`config.mk`:
```
export PLATFORM = sky130hd
export DESIGN_NAME = vga_scanout
export DESIGN_NICKNAME = d
export VERILOG_FILES = /design/src/rtl/vga_pkg.sv /design/src/rtl/vga_timing.sv /design/src/rtl/vga_scanout.sv
export SDC_FILE = /design/constraint.sdc
export NUM_CORES = 1
export LEC_CHECK = 0
export CAP_MARGIN = 15
export CORE_ASPECT_RATIO = 2
export CORE_MARGIN = 3
export CORE_UTILIZATION = 42
export DETAILED_ROUTE_END_ITERATION = 10
export DONT_BUFFER_PORTS = 1
export SLEW_MARGIN = 10
export SYNTH_ARGS = -nofsm -noshare
export SYNTH_HDL_FRONTEND = slang
export SYNTH_SLANG_ARGS = --single-unit
```
`constraint.sdc`:
```
create_clock -name clk -period 2.3 [get_ports clk]
set_clock_uncertainty 0.15 [all_clocks]
set_input_delay 0 -clock clk [delete_from_list [all_inputs] [get_ports clk]]
set_output_delay 0 -clock clk [all_outputs]
set_load 0.02 [all_outputs]
```
`src/rtl/vga_pkg.sv`:
```
// Timing constants, colour type and 3-3-2 colour expansion for the VGA scan-out path.
// Shared by vga_timing and vga_scanout.
package vga_pkg;

  localparam int H_ACTIVE  = 640;
  localparam int H_FP      = 16;
  localparam int H_SYNC    = 96;
  localparam int H_BP      = 48;
  localparam int H_TOTAL   = H_ACTIVE + H_FP + H_SYNC + H_BP;

  localparam int V_ACTIVE  = 480;
  localparam int V_FP      = 10;
  localparam int V_SYNC    = 2;
  localparam int V_BP      = 33;
  localparam int V_TOTAL   = V_ACTIVE + V_FP + V_SYNC + V_BP;

  localparam int FB_WIDTH  = 320;
  localparam int FB_HEIGHT = 200;
  localparam int V_OFFSET  = 40;

  typedef struct packed {
    logic [3:0] r;
    logic [3:0] g;
    logic [3:0] b;
  } rgb12_t;

  localparam rgb12_t BORDER_COLOR = 12'h000;

  function automatic rgb12_t expand_rgb332(input logic [7:0] p);
    rgb12_t c;
    c.r = {p[7:5], p[7]};
    c.g = {p[4:2], p[4]};
    c.b = {p[1:0], p[1:0]};
    return c;
  endfunction

endpackage

```
`src/rtl/vga_timing.sv`:
```
// 640x480@60 counters, visibility/window/sync flags and pixel-doubled framebuffer address.
// Flags are combinational from the counters; frame_start is registered; no backpressure.
module vga_timing
  import vga_pkg::*;
(
  input  logic       clk,
  input  logic       rst_n,
  output logic [8:0] fb_x,
  output logic [7:0] fb_y,
  output logic       visible,
  output logic       window,
  output logic       hs_n,
  output logic       vs_n,
  output logic       frame_start,
  output logic       vblank
);

  localparam logic [9:0] H_LAST   = 10'(H_TOTAL - 1);
  localparam logic [9:0] V_LAST   = 10'(V_TOTAL - 1);
  localparam logic [9:0] H_VIS    = 10'(H_ACTIVE);
  localparam logic [9:0] V_VIS    = 10'(V_ACTIVE);
  localparam logic [9:0] HS_START = 10'(H_ACTIVE + H_FP);
  localparam logic [9:0] HS_END   = 10'(H_ACTIVE + H_FP + H_SYNC);
  localparam logic [9:0] VS_START = 10'(V_ACTIVE + V_FP);
  localparam logic [9:0] VS_END   = 10'(V_ACTIVE + V_FP + V_SYNC);
  localparam logic [9:0] WIN_LO   = 10'(V_OFFSET);
  localparam logic [9:0] WIN_HI   = 10'(V_OFFSET + 2 * FB_HEIGHT);

  logic [9:0] h;
  logic [9:0] v;
  logic       h_last;
  logic       v_last;

  assign h_last = (h == H_LAST);
  assign v_last = (v == V_LAST);

  // Both counters are written every cycle so they always hold their own next value.
  always_ff @(posedge clk or negedge rst_n) begin
    if (!rst_n) begin
      h           <= '0;
      v           <= '0;
      frame_start <= 1'b0;
    end else begin
      h           <= h_last ? '0 : h + 10'd1;
      v           <= h_last ? (v_last ? '0 : v + 10'd1) : v;
      frame_start <= h_last && v_last;
    end
  end

  assign visible = (h < H_VIS) && (v < V_VIS);
  assign window  = visible && (v >= WIN_LO) && (v < WIN_HI);
  assign hs_n    = !((h >= HS_START) && (h < HS_END));
  assign vs_n    = !((v >= VS_START) && (v < VS_END));
  assign vblank  = (v >= V_VIS);

  // Each framebuffer pixel covers a 2x2 block of screen pixels.
  assign fb_x = window ? h[9:1] : '0;
  assign fb_y = window ? 8'((v - WIN_LO) >> 1) : '0;

endmodule

```
`src/rtl/vga_scanout.sv`:
```
// VGA scan-out: timing, framebuffer read, 8-bit to RGB444 (palette when VGA_PALETTE_EN), letterbox border.
// Latency 2 cycles from counters to colour/sync pins; free-running, no backpressure.
module vga_scanout
  import vga_pkg::*;
(
  input  logic       clk,
  input  logic       rst_n,
  output logic [8:0] read_x,
  output logic [7:0] read_y,
  input  logic [7:0] pixel_data,
  output logic [3:0] vga_r,
  output logic [3:0] vga_g,
  output logic [3:0] vga_b,
  output logic       vga_hs,
  output logic       vga_vs,
  output logic       frame_start,
  output logic       vblank
`ifdef VGA_PALETTE_EN
  ,
  input  logic       pal_we,
  input  logic [7:0] pal_addr,
  input  logic [11:0] pal_data
`endif
);

  logic [8:0] fb_x;
  logic [7:0] fb_y;
  logic       visible;
  logic       window;
  logic       hs_n;
  logic       vs_n;

  vga_timing u_timing (
    .clk         (clk),
    .rst_n       (rst_n),
    .fb_x        (fb_x),
    .fb_y        (fb_y),
    .visible     (visible),
    .window      (window),
    .hs_n        (hs_n),
    .vs_n        (vs_n),
    .frame_start (frame_start),
    .vblank      (vblank)
  );

  logic s1_visible;
  logic s1_window;
  logic s1_hs_n;
  logic s1_vs_n;

  always_ff @(posedge clk or negedge rst_n) begin
    if (!rst_n) begin
      read_x     <= '0;
      read_y     <= '0;
      s1_visible <= 1'b0;
      s1_window  <= 1'b0;
      s1_hs_n    <= 1'b1;
      s1_vs_n    <= 1'b1;
    end else begin
      read_x     <= fb_x;
      read_y     <= fb_y;
      s1_visible <= visible;
      s1_window  <= window;
      s1_hs_n    <= hs_n;
      s1_vs_n    <= vs_n;
    end
  end

  rgb12_t px_color;

`ifdef VGA_PALETTE_EN
  rgb12_t palette [256];

  // Reset loads the fixed 3-3-2 ramp so an unprogrammed palette looks like the plain build.
  always_ff @(posedge clk or negedge rst_n) begin
    if (!rst_n) begin
      for (int i = 0; i < 256; i++) palette[i] <= expand_rgb332(8'(i));
    end else if (pal_we) begin
      palette[pal_addr] <= pal_data;
    end
  end

  assign px_color = palette[pixel_data];
`else
  assign px_color = expand_rgb332(pixel_data);
`endif

  rgb12_t next_color;
  rgb12_t color;

  always_comb begin
    next_color = '0;
    if (s1_window)       next_color = px_color;
    else if (s1_visible) next_color = BORDER_COLOR;
  end

  always_ff @(posedge clk or negedge rst_n) begin
    if (!rst_n) begin
      color  <= '0;
      vga_hs <= 1'b1;
      vga_vs <= 1'b1;
    end else begin
      color  <= next_color;
      vga_hs <= s1_hs_n;
      vga_vs <= s1_vs_n;
    end
  end

  assign vga_r = color.r;
  assign vga_g = color.g;
  assign vga_b = color.b;

endmodule

```
==> results of run 1 <==
-- layer usage --
metal	vias up	routed length [µm]
met5	-	0
met4	0	102
met3	8	163
met2	40	2560
met1	689	1510
li1	666	-
-- how the worst min path moves through the flow --
| stage | slack (ns) | from | endpoint |
|---|---|---|---|
| 3_5_place_dp | -0.44 | rst_n | vga_b[2]$_DFF_PN0_ |
| 5_1_grt | 0.10 | rst_n | u_timing.h[2]$_DFF_PN0_ |
| 2_1_floorplan | -0.45 | rst_n | read_x[0]$_DFF_PN0_ |
| 6_report | 0.09 | rst_n | u_timing.v[9]$_DFFE_PN0N_ |
| 4_1_cts | 0.09 | rst_n | u_timing.v[0]$_DFFE_PN0N_ |
| 3_3_place_gp | -0.44 | rst_n | read_x[8]$_DFF_PN0_ |
-- power by group --
group	internal (µW)	total [µW]	switching (µW)
clock	324	613	289
combinational	15.0	33.8	18.8
sequential	896	896	0
-- area by class of cell --
type                    count  area, µm²
fillers                   461       2610
flip-flops and latches     51       1280
multi-input cells         121        853
repair buffers             18        178
well taps                  58       72.6
clock buffers               5       68.8
clock inverters             3       43.8
inverters                   9       33.8
-- critical path, cell delays in order (launching register included) --
cell	delay (ns)
dfrtp_1	0.41
inv_1	0.12
ha_1	0.16
nor3b_2	0.22
nand4_1	0.18
a2111oi_4	0.44
buf_4	0.22
and2_1	0.13
-- through the flow --
step | power (µW) | util | cell area (µm²) | std cells
after floorplan | 914 | - | 2250 | 192
after global placement | 914 | 0.445 | 2290 | 245
after detailed placement | 914 | 0.445 | 2290 | 245
after CTS | 1570 | 0.490 | 2520 | 263
after global routing | 1610 | 0.493 | 2530 | 265
final | 1540 | 0.493 | 2530 | 265
-- registers in the layout (all words and copies together) (netlist names), 2 cells and up --
| register | count |
|---|---|
| read_x | 9 |
| vga_g | 3 |
| vga_r | 3 |
| read_y | 8 |
| u_timing.h | 10 |
| u_timing.v | 10 |
| vga_b | 2 |
-- layout by cell type, fill, tap and decap left out, types with 3 or more instances in the layout --
| cell type | count |
|---|---|
| xor2_1 | 5 |
| dfrtp_1 | 47 |
| o21ai_1 | 3 |
| xnor2_1 | 10 |
| nor2_1 | 12 |
| inv_1 | 9 |
| buf_4 | 8 |
| dlygate4sd3_1 | 9 |
| and3_1 | 4 |
| nand3_1 | 7 |
| ha_1 | 8 |
| and2_1 | 23 |
| nand4_1 | 9 |
| nor3_1 | 3 |
| nor2b_1 | 4 |
| clkbuf_8 | 5 |
| dfstp_2 | 4 |
| a21oi_1 | 4 |
| nand2_1 | 4 |
-- cells by family (layout without fill, tap and decap cells) --
kind of cell,after synthesis,after routing,share of synthesized area
buffers and inverters,20,35,0.0501
AOI/OAI and AO/OA,19,19,0.0629
xor gates and xnor gates,15,15,0.0585
and+or+nand+nor,79,79,0.214
adders and majority gates,8,8,0.0445
DFF,51,51,0.570
-- timing repair --
item                                   CTS  global route
buffers inserted                         0             2
hold buffers                            10             0
setup endpoints to repair                0            10
endpoints found under the hold margin   59             0
==> results.cfg, run 1 <==
[setup_path]
criticalPathCategory = register to register
end_kind = register
timing.rr.start = u_timing.v[0]$_DFFE_PN0N_
cp-startpoint = u_timing.v[0]$_DFFE_PN0N_
rrSetupSlack_ns = 0.20
worst_ep_arrival_time_ns = 2.19
path_max_fanout = 11
r2r-end = read_x[7]$_DFF_PN0_
worst_setup_path_start_kind = register
rr_worst_depth = 7
endpoint = read_x[7]$_DFF_PN0_
required_ns = 2.38

[global_route]
grt_first_pass_wirelength_um = 7070
grt.busiest_layer = met2
grt_usage = 0.150
antenna_found_initial = 0
grt_max_degree = 52
grt_pass1_vias = 1474
grt_util_met3 = 0.0306
grt_use_met2 = 0.281
grt.overflow.total = 0
grtUsageMet1 = 0.146

[route]
drt-pass1-iter-count = 4
postRouteAntennaNets = 0
via_count = 1403
drc = 0
drt-total-wl_um = 4330
viasPerCell = 5.29
wl_per_cell_um = 16.3
drt_iter0_drc = 43

[sta]
max-slew-margin-rel = 0.745
fmax_ghz = 0.476
min_period_over_period = 0.914
hold_viol_final = 0
whs_ns = 0.0891
finalSetupViolCount = 0
fin_crit_ns = 2.10
maxSlewViolCount = 0
rsz0062_at_grt = false
worst_slack_ns = 0.197
tightest_slew_ns = 0.382
setup-tns-final_ns = 0

[synthesis]
yosysTopAreaCellShare = 0.523
ys_seq_area_frac = 0.570
avgSynthCellArea_um2 = 11.7
syn-num-nets = 210
synthDistinctLibCells = 38
synth.area.top_cells = dfrtp_1 52%, and2_1 6.4%, dfstp_2 4.7%, ha_1 4.5%, xnor2_1 3.9%
synth_edf_count = 0
synthArstFlopShare = 1.00
synth.most_common_cell = dfrtp_1
synth_cells = 192
yosys-top-cells-count = 47 x dfrtp_1, 23 x and2_1, 12 x nor2_1
yosys_most_used_dff = dfrtp_1
ys_ff_latch = 51
synth_top_area_cell = dfrtp_1
synth_area_mm2 = 0.00225
yosys_warnings = 0

[power]
irDropWorstVdd_mv = 0.627
p_per_area_mw_per_mm2 = 610
leakagePower_uw = 0.00118

[layout]
num-nets-final = 224
area_delta_synth_final_pct = 12.6
antenna_cells = 0
drive_above_1_share = 0.126

[placement]
preCtsSetupSlack_ns = 0.105
place_congestion = 0.858
place_hpwl_um = 3130
portBuffers = 0

[clock_network]
clkLatencyLatePin_ns = 0.30
cts_resized = 0
cts_buffers = 5
clock-root-buffer = clkbuf_8
cts.sinks = 51
cts_buffer_depth = 2
cts_tree = yes
htreeDepth = 2
cts.clk_slew.worst_paths_ns = 0.09

[floorplanning]
io_pins = 43
dieArea_mm2 = 0.00632
core-area_mm2 = 0.00514
dieWidth_um = 57.7
die_h_um = 109
num_rows = 37
start_util = 0.437

[hold_path]
hold_class = input pin to async pin

[flow_run]
maxCapViolCount = 0

[run_status]
outcome = complete, no violations
No activity file was read; power rests on OpenSTA's default activity.
==> run 2: changes to the inputs <==
Settings changed: PLACE_DENSITY_LB_ADDON set to 0.1.
==> run 2 against run 1 <==
Compared with the run above:
- non-clock buffer count fell by 2
- register-to-register slack gained 0.13 ns
- hold slack worse by 0.014 ns
- largest power group unchanged
==> results.cfg, run 2 (same netlist as run 1, synthesis figures left out) <==
[layout]
drive_above_1_share = 0.112
largestRegisters = u_timing.h: 10 flops, u_timing.v: 10 flops, read_x: 9 flops
antenna_cells = 0
nFillCells = 450
final_common_cell = dfrtp_1
area_delta_synth_final_pct = 11.4
multi_input_area_um2 = 853
stdcell_count = 263
layout_common_cells = 47 x dfrtp_1, 23 x and2_1, 12 x nor2_1
seq_area_mm2 = 0.00128
num-nets-final = 222

[route]
dr.max_layer_used = met4
drt_iter0_drc = 36
wl_met2_um = 2500
wl_per_cell_um = 16.2
via_count = 1376
postRouteAntennaNets = 0
drc = 0
viasPerCell = 5.23
drt-pass1-iter-count = 4
wl_met3_um = 160
wl_met1_um = 1470
drt-total-wl_um = 4260

[clock_network]
cts_buffers = 5
cts.clk_slew.worst_paths_ns = 0.08
post_cts_buffers = 0
clkLatencyLatePin_ns = 0.30
cts_buffer_depth = 2
htreeDepth = 2
cts_resized = 0
clock-root-buffer = clkbuf_8
cts.sinks = 51
cts_tree = yes

[power]
p_comb_frac = 0.023
p_per_area_mw_per_mm2 = 589
irDropWorstVdd_mv = 0.474
seq_power_share = 0.608
pwr-share-clk = 0.369
intPower_uw = 1190
switching_power_uw = 288
switching_share = 0.195
leakagePower_uw = 0.00116

[floorplanning]
dieArea_mm2 = 0.00632
core-area_mm2 = 0.00514
io_pins = 43
dieWidth_um = 57.7
num_rows = 37
die_h_um = 109
start_util = 0.437

[setup_path]
r2r-end = read_y[3]$_DFF_PN0_
slowest_delay_ns = 0.40
timing.rr.start = u_timing.v[0]$_DFFE_PN0N_
path_buf_inv = 2
cp_num_cells = 7
rr_worst_depth = 7
worst_ep_arrival_time_ns = 2.05
criticalPathCategory = register to register
path_cells = inv_1, ha_1, nor3b_2, nand4_1, a2111oi_4, buf_4, nor2b_1
path_max_fanout = 9
required_ns = 2.38
rrSetupSlack_ns = 0.33
path_delay_family = simple AND/OR/NAND/NOR gates
critical_path.slowest_cell = dfrtp_1
end_kind = register
worst_setup_path_start_kind = register

[sta]
fin_crit_ns = 1.97
fmax_ghz = 0.507
finalSetupViolCount = 0
max-slew-margin-rel = 0.743
setup-tns-final_ns = 0
hold_viol_final = 0
worst_slack_ns = 0.326
maxSlewViolCount = 0
tightest_slew_ns = 0.386
min_period_over_period = 0.858
rsz0062_at_grt = false
whs_ns = 0.0752

[placement]
preCtsSetupSlack_ns = 0.342
place_congestion = 0.821
portBuffers = 0
dp.cells = 245
place_hpwl_um = 3080

[global_route]
antenna_found_initial = 0
grt.overflow.total = 0
grt_pass1_vias = 1454
grt_usage = 0.151
grt_max_degree = 52
grt_first_pass_wirelength_um = 7110

[hold_path]
hold_class = input pin to async pin

[flow_run]
maxCapViolCount = 0

[run_status]
outcome = complete, no violations
run 2: metrics by stage:
| step | instance area, µm² | util | total power (µW) |
|---|---|---|---|
| final | 2500 | 0.487 | 1470 |
| after global routing | 2500 | 0.487 | 1530 |
| after floorplan | 2250 | - | 914 |
| after detailed placement | 2290 | 0.445 | 914 |
| after CTS | 2500 | 0.487 | 1500 |
| after global placement | 2290 | 0.445 | 914 |
run 2: cell type report:
cell class	instances	area share
Inverter	9	0.0135
Multi-Input combinational cell	121	0.341
Tap cell	58	0.0290
Sequential cell	51	0.512
Timing Repair Buffer	16	0.0650
Clock buffer	8	0.0400
run 2: routing by layer:
| layer | track usage | up-vias |
|---|---|---|
| met1 | 0.142 | 658 |
| met5 | 0 | - |
| met3 | 0.0259 | 9 |
| li1 | - | 664 |
| met2 | 0.294 | 45 |
| met4 | 0.0813 | 0 |
run 2: power groups by stage:
stage | clock network (µW) | registers (µW) | logic [µW]
after global routing | 595 | 896 | 38.3
after CTS | 564 | 896 | 35.7
after detailed placement | 0 | 914 | 0.000895
after floorplan | 0 | 914 | 0.000920
final | 544 | 896 | 33.7
after global placement | 0 | 914 | 0.000895
run 2: what timing repair did:
action / in CTS / in global routing
hold endpoints to repair: 59 / 0
endpoints found under the setup margin: 0 / 0
hold buffers: 10 / 0
run 2: how the worst max path moves through the flow:
stage                              startpoint                   to  slack (ns)
finish              u_timing.v[0]$_DFFE_PN0N_  read_y[3]$_DFF_PN0_        0.33
global route        u_timing.v[0]$_DFFE_PN0N_  read_y[3]$_DFF_PN0_        0.14
CTS                 u_timing.v[0]$_DFFE_PN0N_  read_y[3]$_DFF_PN0_        0.30
detailed placement  u_timing.v[0]$_DFFE_PN0N_  read_y[3]$_DFF_PN0_        0.34
global placement    u_timing.v[0]$_DFFE_PN0N_  read_y[3]$_DFF_PN0_        0.41
floorplan           u_timing.v[0]$_DFFE_PN0N_  read_x[7]$_DFF_PN0_        0.46
run 2: worst register-to-register path: stages, from the launching register on:
cell,delay (ns)
dfrtp_1,0.40
inv_1,0.11
ha_1,0.16
nor3b_2,0.18
nand4_1,0.19
a2111oi_4,0.37
buf_4,0.21
nor2b_1,0.14
